[src/rtl/riscv_v_pkg.sv]
// Shared types and helpers for the vector execute sequencer.
// Holds the SEW/LMUL encodings, sequencer states and the body byte-count helper.
package riscv_v_pkg;

  localparam int unsigned VLEN_DEF = 128;

  typedef enum logic [1:0] {
    SEW_8  = 2'd0,
    SEW_16 = 2'd1,
    SEW_32 = 2'd2,
    SEW_64 = 2'd3
  } sew_e;

  typedef enum logic [1:0] {
    LMUL_1 = 2'd0,
    LMUL_2 = 2'd1,
    LMUL_4 = 2'd2,
    LMUL_8 = 2'd3
  } lmul_e;

  typedef enum logic [1:0] {
    S_IDLE  = 2'd0,
    S_ISSUE = 2'd1,
    S_DRAIN = 2'd2
  } state_e;

  // Active body bytes of a register group; vl beyond VLMAX is clamped.
  function automatic int unsigned body_bytes(input int unsigned vlen,
                                             input int unsigned vl,
                                             input sew_e        sew,
                                             input lmul_e       lmul);
    int unsigned vlmax;
    vlmax = ((vlen / 8) << lmul) >> sew;
    return ((vl < vlmax) ? vl : vlmax) << sew;
  endfunction

endpackage

[src/rtl/riscv_v_chunk_mask_gen.sv]
// Per-byte body mask for one VLEN-wide chunk of a register group.
module riscv_v_chunk_mask_gen
  import riscv_v_pkg::*;
#(
  parameter int unsigned VLEN = VLEN_DEF,
  parameter int unsigned B_W  = $clog2(VLEN) + 1
) (
  input  logic [2:0]        chunk_idx_i,
  input  logic [B_W-1:0]    bytes_i,
  output logic [VLEN/8-1:0] byte_en_o
);

  localparam int unsigned BE_W = VLEN / 8;

  always_comb begin
    byte_en_o = '0;
    for (int unsigned j = 0; j < BE_W; j++) begin
      byte_en_o[j] = ((32'(chunk_idx_i) * BE_W) + j) < 32'(bytes_i);
    end
  end

endmodule

[src/rtl/riscv_v_exe_seq.sv]
// Vector execute sequencer: splits an LMUL register group into VLEN chunks,
// issues one chunk per cycle and tracks ALU latency to generate writebacks.
module riscv_v_exe_seq
  import riscv_v_pkg::*;
#(
  parameter int unsigned VLEN    = VLEN_DEF,
  parameter int unsigned MUL_LAT = 3,
  parameter int unsigned VL_W    = $clog2(VLEN) + 1
) (
  input  logic              clk,
  input  logic              rst,
  input  logic              flush,
  input  logic              issue_valid,
  output logic              issue_ready,
  input  logic [VL_W-1:0]   issue_vl,
  input  logic [1:0]        issue_sew,
  input  logic [1:0]        issue_lmul,
  input  logic [4:0]        issue_vd,
  input  logic [4:0]        issue_vs1,
  input  logic [4:0]        issue_vs2,
  input  logic              issue_is_mul,
  input  logic              issue_is_reduct,
  output logic              alu_valid,
  output logic [4:0]        alu_vd,
  output logic [4:0]        alu_vs1,
  output logic [4:0]        alu_vs2,
  output logic [VLEN/8-1:0] alu_byte_en,
  output logic              alu_first,
  output logic              alu_last,
  output logic              wb_valid,
  output logic [4:0]        wb_vd,
  output logic [VLEN/8-1:0] wb_byte_en,
  output logic              illegal,
  output logic              done,
  output logic              busy
);

  localparam int unsigned BE_W   = VLEN / 8;
  localparam int unsigned B_W    = $clog2(VLEN) + 1;
  localparam int unsigned CNT_W  = 4;
  localparam int unsigned BE_SH  = $clog2(BE_W);
  localparam int unsigned IDX_PW = (MUL_LAT > 1) ? $clog2(MUL_LAT) : 1;

  state_e           state_q, state_d;
  logic [CNT_W-1:0] cnt_q, cnt_d;
  logic [4:0]       vd_q, vd_d, vs1_q, vs1_d, vs2_q, vs2_d;
  sew_e             sew_q, sew_d;
  logic [B_W-1:0]   bytes_q, bytes_d;
  logic [CNT_W-1:0] nch_q, nch_d;
  logic             mul_q, mul_d, red_q, red_d;

  logic             alu_valid_q, alu_valid_d, alu_first_q, alu_first_d, alu_last_q, alu_last_d;
  logic [4:0]       alu_vd_q, alu_vd_d, alu_vs1_q, alu_vs1_d, alu_vs2_q, alu_vs2_d;
  logic [BE_W-1:0]  alu_be_q, alu_be_d;
  logic             wb_valid_q, wb_valid_d;
  logic [4:0]       wb_vd_q, wb_vd_d;
  logic [BE_W-1:0]  wb_be_q, wb_be_d;
  logic             illegal_q, illegal_d, done_q, done_d, busy_q;

  // Writeback latency line; entries are inserted MUL_LAT-L stages from the tail.
  logic             pv_q  [MUL_LAT];
  logic             pv_d  [MUL_LAT];
  logic [4:0]       pvd_q [MUL_LAT];
  logic [4:0]       pvd_d [MUL_LAT];
  logic [BE_W-1:0]  pbe_q [MUL_LAT];
  logic [BE_W-1:0]  pbe_d [MUL_LAT];

  logic             hs, hs_mis, idle, issue_chunk, chunk_last, pipe_busy;
  logic [4:0]       lmask;
  logic [B_W-1:0]   hs_bytes, cur_bytes;
  logic [CNT_W-1:0] hs_nch, cur_nch;
  logic [2:0]       cur_idx;
  logic [4:0]       cur_vd, cur_vs1, cur_vs2;
  logic [1:0]       cur_sew;
  logic             cur_mul, cur_red;
  logic [BE_W-1:0]  mg_be, red_be;
  logic [IDX_PW-1:0] ins_idx;

  assign idle        = (state_q == S_IDLE);
  assign issue_ready = idle & ~flush;
  assign hs          = issue_valid & issue_ready;
  assign lmask       = 5'((32'd1 << issue_lmul) - 32'd1);
  assign hs_mis      = |((issue_vd | issue_vs1 | issue_vs2) & lmask);
  assign hs_bytes    = B_W'(body_bytes(VLEN, 32'(issue_vl), sew_e'(issue_sew), lmul_e'(issue_lmul)));
  assign hs_nch      = CNT_W'((32'(hs_bytes) + BE_W - 32'd1) >> BE_SH);

  // Chunk 0 is launched straight from the issue port; later chunks from latched fields.
  assign cur_idx   = idle ? 3'd0 : cnt_q[2:0];
  assign cur_bytes = idle ? hs_bytes : bytes_q;
  assign cur_nch   = idle ? hs_nch : nch_q;
  assign cur_vd    = idle ? issue_vd : vd_q;
  assign cur_vs1   = idle ? issue_vs1 : vs1_q;
  assign cur_vs2   = idle ? issue_vs2 : vs2_q;
  assign cur_sew   = idle ? issue_sew : sew_q;
  assign cur_mul   = idle ? issue_is_mul : mul_q;
  assign cur_red   = idle ? issue_is_reduct : red_q;
  assign chunk_last = ((CNT_W'(cur_idx) + CNT_W'(1)) == cur_nch);
  assign ins_idx   = cur_mul ? IDX_PW'(0) : IDX_PW'(MUL_LAT - 1);

  riscv_v_chunk_mask_gen #(
    .VLEN (VLEN),
    .B_W  (B_W)
  ) u_mask (
    .chunk_idx_i (cur_idx),
    .bytes_i     (cur_bytes),
    .byte_en_o   (mg_be)
  );

  always_comb begin
    red_be    = '0;
    pipe_busy = 1'b0;
    for (int unsigned j = 0; j < BE_W; j++) begin
      red_be[j] = (j < (32'd1 << cur_sew));
    end
    for (int unsigned i = 0; i < MUL_LAT; i++) begin
      pipe_busy = pipe_busy | pv_q[i];
    end
  end

  always_comb begin
    state_d     = state_q;
    cnt_d       = cnt_q;
    vd_d        = vd_q;
    vs1_d       = vs1_q;
    vs2_d       = vs2_q;
    sew_d       = sew_q;
    bytes_d     = bytes_q;
    nch_d       = nch_q;
    mul_d       = mul_q;
    red_d       = red_q;
    issue_chunk = 1'b0;
    alu_valid_d = 1'b0;
    alu_vd_d    = '0;
    alu_vs1_d   = '0;
    alu_vs2_d   = '0;
    alu_be_d    = '0;
    alu_first_d = 1'b0;
    alu_last_d  = 1'b0;
    done_d      = 1'b0;
    illegal_d   = 1'b0;
    wb_valid_d  = pv_q[MUL_LAT-1];
    wb_vd_d     = pvd_q[MUL_LAT-1];
    wb_be_d     = pbe_q[MUL_LAT-1];
    pv_d[0]     = 1'b0;
    pvd_d[0]    = '0;
    pbe_d[0]    = '0;
    for (int unsigned i = 1; i < MUL_LAT; i++) begin
      pv_d[i]  = pv_q[i-1];
      pvd_d[i] = pvd_q[i-1];
      pbe_d[i] = pbe_q[i-1];
    end

    unique case (state_q)
      S_IDLE: begin
        if (hs) begin
          vd_d    = issue_vd;
          vs1_d   = issue_vs1;
          vs2_d   = issue_vs2;
          sew_d   = sew_e'(issue_sew);
          bytes_d = hs_bytes;
          nch_d   = hs_nch;
          mul_d   = issue_is_mul;
          red_d   = issue_is_reduct;
          if (hs_mis) begin
            illegal_d = 1'b1;
            done_d    = 1'b1;
          end else if (hs_bytes == '0) begin
            done_d = 1'b1;
          end else begin
            state_d     = S_ISSUE;
            issue_chunk = 1'b1;
            cnt_d       = CNT_W'(1);
          end
        end
      end
      S_ISSUE: begin
        if (cnt_q < nch_q) begin
          issue_chunk = 1'b1;
          cnt_d       = cnt_q + CNT_W'(1);
        end else begin
          state_d = S_DRAIN;
        end
      end
      S_DRAIN: begin
        if (!pipe_busy) begin
          state_d = S_IDLE;
          done_d  = 1'b1;
        end
      end
      default: state_d = S_IDLE;
    endcase

    if (flush) begin
      state_d     = S_IDLE;
      cnt_d       = '0;
      issue_chunk = 1'b0;
      done_d      = 1'b0;
      illegal_d   = 1'b0;
    end

    if (issue_chunk) begin
      alu_valid_d = 1'b1;
      alu_vd_d    = cur_vd + 5'(cur_idx);
      alu_vs1_d   = cur_vs1 + 5'(cur_idx);
      alu_vs2_d   = cur_vs2 + 5'(cur_idx);
      alu_be_d    = mg_be;
      alu_first_d = (cur_idx == 3'd0);
      alu_last_d  = chunk_last;
      // A reduction only writes back once, after its final chunk.
      if (!cur_red || chunk_last) begin
        for (int unsigned i = 0; i < MUL_LAT; i++) begin
          if (IDX_PW'(i) == ins_idx) begin
            pv_d[i]  = 1'b1;
            pvd_d[i] = cur_red ? cur_vd : alu_vd_d;
            pbe_d[i] = cur_red ? red_be : mg_be;
          end
        end
      end
    end

    if (flush) begin
      wb_valid_d = 1'b0;
      wb_vd_d    = '0;
      wb_be_d    = '0;
      for (int unsigned i = 0; i < MUL_LAT; i++) begin
        pv_d[i]  = 1'b0;
        pvd_d[i] = '0;
        pbe_d[i] = '0;
      end
    end
  end

  always_ff @(posedge clk) begin
    if (rst) begin
      state_q     <= S_IDLE;
      cnt_q       <= '0;
      vd_q        <= '0;
      vs1_q       <= '0;
      vs2_q       <= '0;
      sew_q       <= SEW_8;
      bytes_q     <= '0;
      nch_q       <= '0;
      mul_q       <= 1'b0;
      red_q       <= 1'b0;
      alu_valid_q <= 1'b0;
      alu_vd_q    <= '0;
      alu_vs1_q   <= '0;
      alu_vs2_q   <= '0;
      alu_be_q    <= '0;
      alu_first_q <= 1'b0;
      alu_last_q  <= 1'b0;
      wb_valid_q  <= 1'b0;
      wb_vd_q     <= '0;
      wb_be_q     <= '0;
      illegal_q   <= 1'b0;
      done_q      <= 1'b0;
      busy_q      <= 1'b0;
      for (int unsigned i = 0; i < MUL_LAT; i++) begin
        pv_q[i]  <= 1'b0;
        pvd_q[i] <= '0;
        pbe_q[i] <= '0;
      end
    end else begin
      state_q     <= state_d;
      cnt_q       <= cnt_d;
      vd_q        <= vd_d;
      vs1_q       <= vs1_d;
      vs2_q       <= vs2_d;
      sew_q       <= sew_d;
      bytes_q     <= bytes_d;
      nch_q       <= nch_d;
      mul_q       <= mul_d;
      red_q       <= red_d;
      alu_valid_q <= alu_valid_d;
      alu_vd_q    <= alu_vd_d;
      alu_vs1_q   <= alu_vs1_d;
      alu_vs2_q   <= alu_vs2_d;
      alu_be_q    <= alu_be_d;
      alu_first_q <= alu_first_d;
      alu_last_q  <= alu_last_d;
      wb_valid_q  <= wb_valid_d;
      wb_vd_q     <= wb_vd_d;
      wb_be_q     <= wb_be_d;
      illegal_q   <= illegal_d;
      done_q      <= done_d;
      busy_q      <= (state_d != S_IDLE);
      for (int unsigned i = 0; i < MUL_LAT; i++) begin
        pv_q[i]  <= pv_d[i];
        pvd_q[i] <= pvd_d[i];
        pbe_q[i] <= pbe_d[i];
      end
    end
  end

  assign alu_valid   = alu_valid_q;
  assign alu_vd      = alu_vd_q;
  assign alu_vs1     = alu_vs1_q;
  assign alu_vs2     = alu_vs2_q;
  assign alu_byte_en = alu_be_q;
  assign alu_first   = alu_first_q;
  assign alu_last    = alu_last_q;
  assign wb_valid    = wb_valid_q;
  assign wb_vd       = wb_vd_q;
  assign wb_byte_en  = wb_be_q;
  assign illegal     = illegal_q;
  assign done        = done_q;
  assign busy        = busy_q;

endmodule

[config.mk]
export PLATFORM = sky130hd
export DESIGN_NAME = riscv_v_exe_seq
export DESIGN_NICKNAME = d
export VERILOG_FILES = /design/src/rtl/riscv_v_pkg.sv /design/src/rtl/riscv_v_chunk_mask_gen.sv /design/src/rtl/riscv_v_exe_seq.sv
export SDC_FILE = /design/constraint.sdc
export NUM_CORES = 1
export LEC_CHECK = 0
export ABC_AREA = 1
export ABC_CLOCK_PERIOD_IN_PS = 6000
export BUFFER_PORTS_ARGS = -buffer_cell sky130_fd_sc_hd__buf_2
export CAP_MARGIN = 20
export CORE_MARGIN = 5
export CORE_UTILIZATION = 45
export CTS_BUF_LIST = sky130_fd_sc_hd__clkbuf_16
export DETAILED_ROUTE_END_ITERATION = 10
export GPL_TIMING_DRIVEN = 0
export MAX_ROUTING_LAYER = met4
export PLACE_DENSITY = 0.64
export SLEW_MARGIN = 20
export SYNTH_ARGS = -nofsm -noshare
export SYNTH_HDL_FRONTEND = slang
export SYNTH_SLANG_ARGS = --single-unit
export TNS_END_PERCENT = 20
[constraint.sdc]
create_clock -name clk -period 6 [get_ports clk]
set_input_delay 0.3 -clock clk [delete_from_list [all_inputs] [get_ports clk]]
set_output_delay 0.3 -clock clk [all_outputs]
set_load 0.03 [all_outputs]
==> reports/results.ini <==
[critical_path]
crit_path_start_kind = primary input
timing.critical_path.required_ps = 6340
crit-reg2reg-launch = state_q[0]$_SDFF_PP0_
timing.critical_path.arrival_ps = 4420
path_max_fanout = 10
worst-r2r-setup-slack_ps = 2010
critical_path.reg2reg.endpoint = pbe_q[2][9]$_SDFF_PP0_
worstSetupPathType = in2reg
rr_worst_depth = 16
cp-end-kind = register

[hold_path]
worst_hold_path.endpoint = vd_q[3]$_SDFFE_PP0P_
worstHoldPathType = in2reg
whs_path_depth = 3
worstHoldStart = issue_vd[3]

[logic_synthesis]
synth_sequential_area_ratio_pct = 44.8
async_flop_share_pct = 0
edff_count_synth = 0
synth-seq-cells = 162
netlist-cell-type-count = 43
synth.cell_area_sq_um = 7240
postSynth.topFlopCell = dfxtp_1
post_syn_instances = 986
mappedNetlistNets = 1046
synthesis.yosys.warnings = 0
avgSynthCellArea_sq_um = 7.34

[drt]
first_iter_violations = 354
post_drt_via_cell_ratio = 4.75
dr.pass1.iters = 5
ant_nets = 0
drcViolationCount = 0
wl_per_cell_microns = 13.4
drt-total-wl_microns = 17700
routed-via-count = 6299

[power_and_ir_drop]
worst_ir_drop_on_vdd_v = 0.000199
power_frac_comb_pct = 12.1
p_seq_share_pct = 46.4
p_sw_mw = 0.653
power_frac_clock_pct = 41.5
swShare_pct = 27.6
intPower_mw = 1.71
power.static_leakage_nw = 4.03
pwr_density_cell_nw_per_um2 = 278

[cts]
ctsHtreeMaxLevel = 4
numClockSinks = 162
cts_tree = built
cts.hold.buffers_added = 0
worstSkewPairLatency_ps = 430
cts_made_buffers = 17
clk_path_buf_depth = 2
cts-root-buf = clkbuf_16
worst_setup_hold_path_clk_slew_ps = 60
cts_post_setup_buffers_inserted = 0
cts_repair_resize_count = 0

[global_routing]
maximum_number_of_pins_on_one_net_before_global_route_repair = 17
grt_overflow = 0
grt_antenna_before_repair = 0
grt_first_pass_wirelength_microns = 28400
grtUsageTotal_pct = 20.1
grt_pass1_vias = 5817

[finish]
design.final.nets = 1156
syn2layout_area_growth_pct = 17.4
multi_input_comb_area_sq_um = 3190
antenna_cells = 0
share_of_final_layout_standard_cells_stronger_than_drive_strength_1_pct = 16.6
register_area_sq_um = 3240
fillerInstances = 1564
layout.cell_area.non_filler_sq_um = 8500

[sta]
worst_slew_margin_rel_pct = 27.7
shortest_clock_period_the_worst_path_allows_after_layout_ps = 4080
fmax_ghz = 0.245
tightest_pin_transition_ps = 1080
skew_ps = 10.1
tns_ps = 0
hold_viol_final = 0
setup-violations-final = 0
rsz0062_at_grt = false
min_period_over_period_pct = 68.0
final-max-slew-violation-count = 0

[placement]
buffers_added_on_ports = 91
dp.final_hpwl_microns = 13900
placed_area_sq_um = 7970
place.gp.congestion = 0.921

[die]
ioPinCount = 93
initial_core_util_pct = 45.7
die_area_sq_um = 18700
coreArea_sq_um = 15800
horizontal_extent_of_the_die_microns = 137
fp-row-count = 46
die_h_microns = 137

[job]
cap_viol_max_count = 0

[run_status]
outcome = completed

[kinds of logic after synthesis]
| family | Yosys count | synth area share (%) |
|---|---|---|
| AO/OA/AOI/OAI | 139 | 10.4 |
| multiplexers | 3 | 0.415 |
| XOR/XNOR | 7 | 0.847 |
| AND/OR/NAND/NOR | 452 | 27.4 |
| flip-flops | 162 | 44.8 |
| buffers and inverters | 196 | 11.2 |
| adder cells (fa/ha/maj) | 27 | 4.98 |
[flip-flops by register name (all words and copies together) (netlist names), 8 cells and up]
name,flops
alu_byte_en,16
wb_byte_en,16
bytes_q,8
pvd_q,15
pbe_q,48
[power groups by stage]
stage               sequential [mW]  clock [mW]  combinational, mW
global placement               1.12           0              0.283
finish                         1.10       0.980              0.287
global route                   1.10        1.05              0.324
CTS                            1.10        1.01              0.286
floorplan                      1.12           0              0.201
detailed placement             1.12           0              0.284
[layer usage]
metal  part of all wire, %  GRT usage [%]
met1                    46           24.9
met2                    46           31.7
met3                   6.2           5.18
met4                   2.4           7.37
met5                     0              -
[through the flow]
stage	cells	total power, mW	worst slack (ps)	utilization (%)	hold WS, ps
4_1_cts	1325	2.39	1950	53.7	127
5_1_grt	1325	2.47	1540	53.7	150
2_1_floorplan	986	1.32	2340	-	394
6_report	1325	2.36	1920	53.7	147
3_3_place_gp	1293	1.40	1520	50.3	395
3_5_place_dp	1293	1.41	1550	50.3	398
[cell usage after synthesis (all sizes together), types with 20 or more instances]
master / number / area (sq um)
a21oi: 65 / 329
buf: 20 / 149
inv: 155 / 582
nor3: 20 / 135
nand3: 70 / 383
nand2: 182 / 731
clkbuf: 20 / 75.1
o21ai: 58 / 294
nor2: 167 / 649
dfxtp: 162 / 3240
ha: 24 / 300
[critical path: stages]
cell and delay [ps]:
buf_2 150, inv_1 140, buf_2 230, nand3_1 90, o21ai_0 120, ha_1 280
and3_1 200, nand3_1 80, nand3_1 110, inv_2 130, nand2_4 70, buf_6 140
o21ai_2 150, nand2_1 70, nand3_1 110, nand2_2 110, o21ai_0 300, ha_1 290
and3_1 200, o21ai_1 80, nand2_1 100, nor2_1 310, nand2_1 240, nor2_1 170
nor2_1 70, nor2_1 160
[worst max-delay path by stage]
stage / startpoint / end / slack (ps) / cells after the start
finish: issue_sew[1] / pbe_q[2][9]$_SDFF_PP0_ / 1920 / 26
floorplan: issue_sew[1] / pbe_q[2][10]$_SDFF_PP0_ / 2340 / 27
global placement: issue_sew[1] / pbe_q[2][10]$_SDFF_PP0_ / 1520 / 28
detailed placement: issue_sew[1] / pbe_q[2][9]$_SDFF_PP0_ / 1550 / 28
global route: issue_sew[1] / pbe_q[2][9]$_SDFF_PP0_ / 1540 / 28
CTS: issue_sew[1] / pbe_q[2][9]$_SDFF_PP0_ / 1950 / 28
[final cells by class]
| type | instances | area share (%) |
|---|---|---|
| sequential | 162 | 38.2 |
| multi-input combinational | 628 | 37.5 |
| inverter | 156 | 6.89 |
| timing repair buffer | 91 | 5.36 |
| clock buffer | 17 | 5.01 |
| tap | 216 | 3.18 |
| buffer | 40 | 2.64 |
| clock inverter | 15 | 1.25 |
[placed cells by master, fill, tap and decap left out, types with 2 or more instances in the layout]
cell          n
inv_6         7
buf_2        99
and3_1        2
clkinv_1      3
mux2i_1       3
o21ai_0      51
clkbuf_1     20
nand3_1      65
nand3_2       4
nand2_2      13
nor2_2        6
xor2_1        6
or2_2         6
nor2_1      160
a31oi_1       4
clkbuf_16    17
o21ai_1       6
nor3b_1       2
buf_1         3
nand2_4       2
clkinv_2      2
fa_1          3
nor3_2        7
a21oi_1      64
ha_1         24
a211oi_1      2
nor3_1       13
inv_1       152
dfxtp_1     162
nand4_1       3
nand2_1     167
inv_2         4
clkinvlp_4    2
buf_6         8
o211ai_1      4
Note: power is estimated with default switching activity, not from simulation.
